===== config.mk =====
export PLATFORM = sky130hd
export DESIGN_NAME = life_gen_engine
export DESIGN_NICKNAME = d
export VERILOG_FILES = /design/src/rtl/life_gen_engine.sv
export SDC_FILE = /design/constraint.sdc
export NUM_CORES = 2
export LEC_CHECK = 0
export CAP_MARGIN = 20
export CORE_AREA = 3 3 263 265
export CTS_CLUSTER_DIAMETER = 80
export DETAILED_ROUTE_END_ITERATION = 8
export DIE_AREA = 0 0 266 268
export PLACE_DENSITY_LB_ADDON = 0.25
export SLEW_MARGIN = 25
export SYNTH_ARGS = -nofsm -noshare
export SYNTH_HDL_FRONTEND = slang
export SYNTH_SLANG_ARGS = --single-unit
export TNS_END_PERCENT = 10

===== constraint.sdc =====
create_clock -name clk -period 49.7 [get_ports clk]
set_input_delay 9.94 -clock clk [delete_from_list [all_inputs] [get_ports clk]]
set_output_delay 9.94 -clock clk [all_outputs]
set_load 0.1 [all_outputs]

===== src/rtl/life_gen_engine.sv =====
`default_nettype none
// +----------------------------------------------------------------------------+
// | Module  : life_gen_engine                                                  |
// | Purpose : Toroidal Game-of-Life grid, one row per cycle, atomic commit,    |
// |           with a cell-edit port and a registered display row port.         |
// | Rev     : 1.0  initial release                                             |
// +----------------------------------------------------------------------------+
module life_gen_engine #(
  parameter int W     = 16,
  parameter int H     = 16,
  parameter int GEN_W = 16
) (
  input  logic                  clk,
  input  logic                  rst,
  input  logic                  run_en,
  input  logic                  envolve_v,
  input  logic                  clr,
  input  logic                  edit_we,
  input  logic [$clog2(W)-1:0]  edit_x,
  input  logic [$clog2(H)-1:0]  edit_y,
  input  logic                  edit_val,
  input  logic [$clog2(H)-1:0]  disp_y,
  output logic [W-1:0]          disp_row,
  output logic                  busy,
  output logic                  done,
  output logic [GEN_W-1:0]      gen_cnt,
  output logic                  overrun
);

  localparam int              c_YW   = $clog2(H);
  localparam logic [c_YW-1:0] c_LAST = c_YW'(H - 1);

  typedef enum logic [1:0] {
    S_IDLE    = 2'd0,
    S_COMPUTE = 2'd1,
    S_COMMIT  = 2'd2
  } state_t;

  state_t            r_state;
  logic [c_YW-1:0]   r_row;
  logic [W-1:0]      r_cur [H];
  logic [W-1:0]      r_nxt [H];
  logic [W-1:0]      r_disp_row;
  logic              r_busy;
  logic              r_done;
  logic [GEN_W-1:0]  r_gen;
  logic              r_overrun;

  logic [c_YW-1:0]   w_row_up;
  logic [c_YW-1:0]   w_row_dn;
  logic [W-1:0]      w_up;
  logic [W-1:0]      w_mid;
  logic [W-1:0]      w_dn;
  logic [W-1:0]      w_rule;
  logic              w_tick;

  assign w_tick   = envolve_v & run_en;
  assign w_row_up = (r_row == '0)     ? c_LAST : r_row - c_YW'(1);
  assign w_row_dn = (r_row == c_LAST) ? '0     : r_row + c_YW'(1);
  assign w_up     = r_cur[w_row_up];
  assign w_mid    = r_cur[r_row];
  assign w_dn     = r_cur[w_row_dn];

  // One rule evaluator per column; left/right neighbours wrap around the torus.
  for (genvar x = 0; x < W; x++) begin : g_col
    localparam int c_XL = (x == 0)     ? W - 1 : x - 1;
    localparam int c_XR = (x == W - 1) ? 0     : x + 1;
    logic [3:0] w_n;
    assign w_n = {3'b0, w_up[c_XL]}  + {3'b0, w_up[x]}  + {3'b0, w_up[c_XR]}
               + {3'b0, w_mid[c_XL]}                    + {3'b0, w_mid[c_XR]}
               + {3'b0, w_dn[c_XL]}  + {3'b0, w_dn[x]}  + {3'b0, w_dn[c_XR]};
    assign w_rule[x] = (w_n == 4'd3) | (w_mid[x] & (w_n == 4'd2));
  end

  always_ff @(posedge clk or posedge rst) begin
    if (rst) begin
      r_state    <= S_IDLE;
      r_row      <= '0;
      r_cur      <= '{default: '0};
      r_nxt      <= '{default: '0};
      r_disp_row <= '0;
      r_busy     <= 1'b0;
      r_done     <= 1'b0;
      r_gen      <= '0;
      r_overrun  <= 1'b0;
    end else begin
      r_done     <= 1'b0;
      r_disp_row <= r_cur[disp_y];
      case (r_state)
        S_IDLE: begin
          if (clr) begin
            r_cur     <= '{default: '0};
            r_gen     <= '0;
            r_overrun <= 1'b0;
          end else if (w_tick) begin
            r_row   <= '0;
            r_busy  <= 1'b1;
            r_state <= S_COMPUTE;
          end else if (edit_we) begin
            r_cur[edit_y][edit_x] <= edit_val;
          end
        end
        S_COMPUTE: begin
          r_nxt[r_row] <= w_rule;
          if (w_tick) r_overrun <= 1'b1;
          if (r_row == c_LAST) r_state <= S_COMMIT;
          else                 r_row   <= r_row + c_YW'(1);
        end
        S_COMMIT: begin
          r_cur   <= r_nxt;
          r_gen   <= r_gen + GEN_W'(1);
          r_done  <= 1'b1;
          r_busy  <= 1'b0;
          r_state <= S_IDLE;
          if (w_tick) r_overrun <= 1'b1;
        end
        default: begin
          r_busy  <= 1'b0;
          r_state <= S_IDLE;
        end
      endcase
    end
  end

  assign disp_row = r_disp_row;
  assign busy     = r_busy;
  assign done     = r_done;
  assign gen_cnt  = r_gen;
  assign overrun  = r_overrun;

endmodule
`default_nettype wire


==> results.py <==
metrics = {
    "worst_setup_path": {
        "crit_type": "input pin to flop",
        "slowest_stage": "buf_4",
        "crit_arrival_ns": 13.80,
        "crit_path_start_kind": "input pin",
        "crit_chain": "clkdlybuf4s50_1 -> nor2_4 -> buf_4 -> nand2_4 -> buf_4 -> nor3_2 -> buf_4 -> a22oi_1 -> a31oi_1",
        "end_kind": "flop",
        "crit_path_max_incr_delay_ns": 0.74,
        "crit_top_cell": "buf_4",
        "path_max_fanout": 78,
        "crit_required_ns": 50.25,
    },
    "die": {
        "die-height_um": 268,
        "rows": 95,
        "die_area_um2": 71290,
        "core_um2": 67040,
        "io_pins": 54,
        "fp.dieW_um": 266,
        "start_util_pct": 54.72,
    },
    "clocking": {
        "ctsResizeCount": 0,
        "clock-sinks": 553,
        "cts_setup_buffers": 0,
        "clock_path_buffers": 3,
        "path_clk_slew_ns": 0.06,
        "root_buffer": "clkbuf_16",
        "clk_latency_ns": 0.64,
        "cts-hold-fix-buffers": 0,
        "numCtsBuffers": 67,
        "cts.htree.levels": 3,
        "cts_tree": "done",
    },
    "global_route": {
        "grt.overflow.total": 0,
        "antenna_found_initial": 7,
        "track_usage_pct": 40.91,
        "grt_max_degree": 103,
        "grt_pass1_wl_um": 215100,
        "grt_pass1_vias": 31860,
    },
    "detailed_routing": {
        "avgViaCountPerCell": 7.302,
        "routed_wirelength_um": 146400,
        "drt_iter0_drc": 6080,
        "routedWlPerCell_um": 30.93,
        "route.detailed.drc": 0,
        "routed-via-count": 34570,
        "drt-pass1-iter-count": 7,
        "final_antenna_net_count": 0,
    },
    "synthesis": {
        "ys_seq_area_share_pct": 37.72,
        "syn_area_um2": 36680,
        "synth.mux.area_fraction_pct": 13.94,
        "netlist_top_cells_area": "dfrtp_1, mux4_2, nand2_1",
        "synth-simple-area-share_pct": 13.70,
        "syn_nets": 4068,
        "syn_inst": 3938,
        "ys_async_sr_fraction_pct": 100.0,
        "synth_largest_type_area_fraction_pct": 37.72,
        "synth-seq-cells": 553,
        "syn_avg_cell_area_um2": 9.315,
        "synth_top_family_by_area": "compound AO/OA/AOI/OAI gates",
        "yosysTopAreaCell": "dfrtp_1",
        "synth_xor_area_share_pct": 0.5969,
        "synth-compound-area-share_pct": 24.20,
        "yosys.area_share.adder_pct": 4.809,
        "yosysWarnings": 0,
        "synth.distinct_cells": 84,
        "synth-main-ff-cell": "dfrtp_1",
        "synth_edf_count": 0,
    },
    "timing": {
        "finalSetupViolations": 0,
        "tightest_slew_ns": 1.131,
        "rsz0062_at_grt": "no",
        "finClkSkew_ns": 0.02059,
        "final_hold_viol_count": 0,
        "setup_ws_ns": 36.45,
        "final.setup.tns_ns": 0,
        "fin_crit_sh_pct": 26.66,
        "slew_headroom_pct": 24.39,
        "report.final.slew_viol_count": 0,
        "max_freq_mhz": 75.47,
        "hold_slack_ns": 0.4787,
        "finalCriticalPeriod_ns": 13.25,
    },
    "placed_design": {
        "dp.cells": 4617,
        "place_ws_ns": 36.03,
        "place_congestion": 0.9853,
        "io_buffers": 53,
        "hpwl_um": 91520,
    },
    "run": {
        "maxCapViolCount": 0,
    },
    "run_status": {
        "status": "finished, final reports clean",
    },
    "layout": {
        "layout-drive-gt1-share_pct": 16.20,
        "area_growth_pct": 9.438,
        "final_cells": 4734,
        "nets": 3944,
    },
    "worst_hold_path": {
        "hold_path.class": "flop to flop",
    },
}
-- worst max-delay path, delay by kind of cell --
kind | cells | cell delay, ns
AOI/OAI and AO/OA | 2 | 0.35
buffers and inverters | 4 | 2.19
and+or+nand+nor | 3 | 1.16
-- stage by stage --
stage / util, % / area (um2)
after floorplan: - / 36680
after global placement: 56.55 / 37910
after detailed placement: 56.60 / 37940
after CTS: 59.80 / 40090
after global routing: 59.87 / 40140
final: 59.88 / 40150
-- worst paths after layout --
path / start / to / slack, ns / cells past startpoint
worst max-delay path: clr / r_cur[90] / 36.45 / 9
worst min-delay path: r_nxt[225] / r_nxt[225] / 0.48 / 2
worst max register to register: r_row[0] / r_nxt[3] / 41.33 / 23
worst min register to register: r_nxt[225] / r_nxt[225] / 0.48 / 2
max in group asynchronous: rst / r_nxt[239] / 37.61 / 4
min in group asynchronous: rst / r_nxt[107] / 9.81 / 2
-- cell usage after synthesis, drive strengths merged, types with 9 or more instances --
master,number
o31ai,18
nand2b,9
o22ai,12
a2111oi,13
nor2,352
dfrtp,553
nand2,600
o21ai,230
ha,61
o21a,41
mux4,211
inv,75
clkbuf,261
a221oi,21
nor3,29
a22oi,196
nor3b,9
a21oi,522
mux2i,25
buf,100
xor2,20
a211oi,34
a22o,12
nand3,98
mux2,10
a41oi,9
a31oi,187
or3,12
o211ai,14
o21bai,16
nor2b,21
a311oi,10
fa,50
and3,32
-- routing by layer --
layer  GRT usage [%]  wire, um  vias up
met5          0.3955        81        -
met4           24.32     10870        8
met3           17.89     25070      634
met2           55.44     58470     2992
met1           54.27     51940    16660
li1                -         -    14270
-- cell families after synthesis --
| family | Yosys count |
|---|---|
| AOI/OAI and AO/OA | 1374 |
| DFF | 553 |
| buffers and inverters | 436 |
| xor gates and xnor gates | 25 |
| and+or+nand+nor | 1193 |
| adders and majority gates | 111 |
| muxes | 246 |
-- flip-flops by register name (all words and copies together), names as in the netlist --
signal / cells
r_cur: 256
busy: 1
r_nxt: 256
r_state: 2
r_row: 4
gen_cnt: 16
done: 1
overrun: 1
disp_row: 16
-- cell type report --
class,count,area [um2]
Inverter,75,289.0
Fill cell,5741,26890
Clock inverter,16,176.4
Tap cell,873,1092
Sequential cell,553,13850
Clock buffer,97,1972
Timing Repair Buffer,168,1411
Multi-Input combinational cell,2949,21350
Antenna cell,3,7.507
-- cell usage in the layout (no fill, tap or decap), drive strengths merged, types with 25 or more instances in the layout --
cell type / synthesis / final
a31oi: 187 / 187
and3: 32 / 32
clkbuf: 261 / 97
buf: 100 / 118
dfrtp: 553 / 553
nor2: 352 / 352
o21ai: 230 / 230
o21a: 41 / 41
a22oi: 196 / 196
nor3: 29 / 29
mux2i: 25 / 25
mux4: 211 / 211
inv: 75 / 79
nand2: 600 / 600
a21oi: 522 / 522
ha: 61 / 61
clkdlybuf4s50: 0 / 50
fa: 50 / 50
a211oi: 34 / 34
nand3: 98 / 98
Power is left out: the tool's default activity adds up to more than one toggle a clock period on the data nets, which glitch-free logic cannot reach.
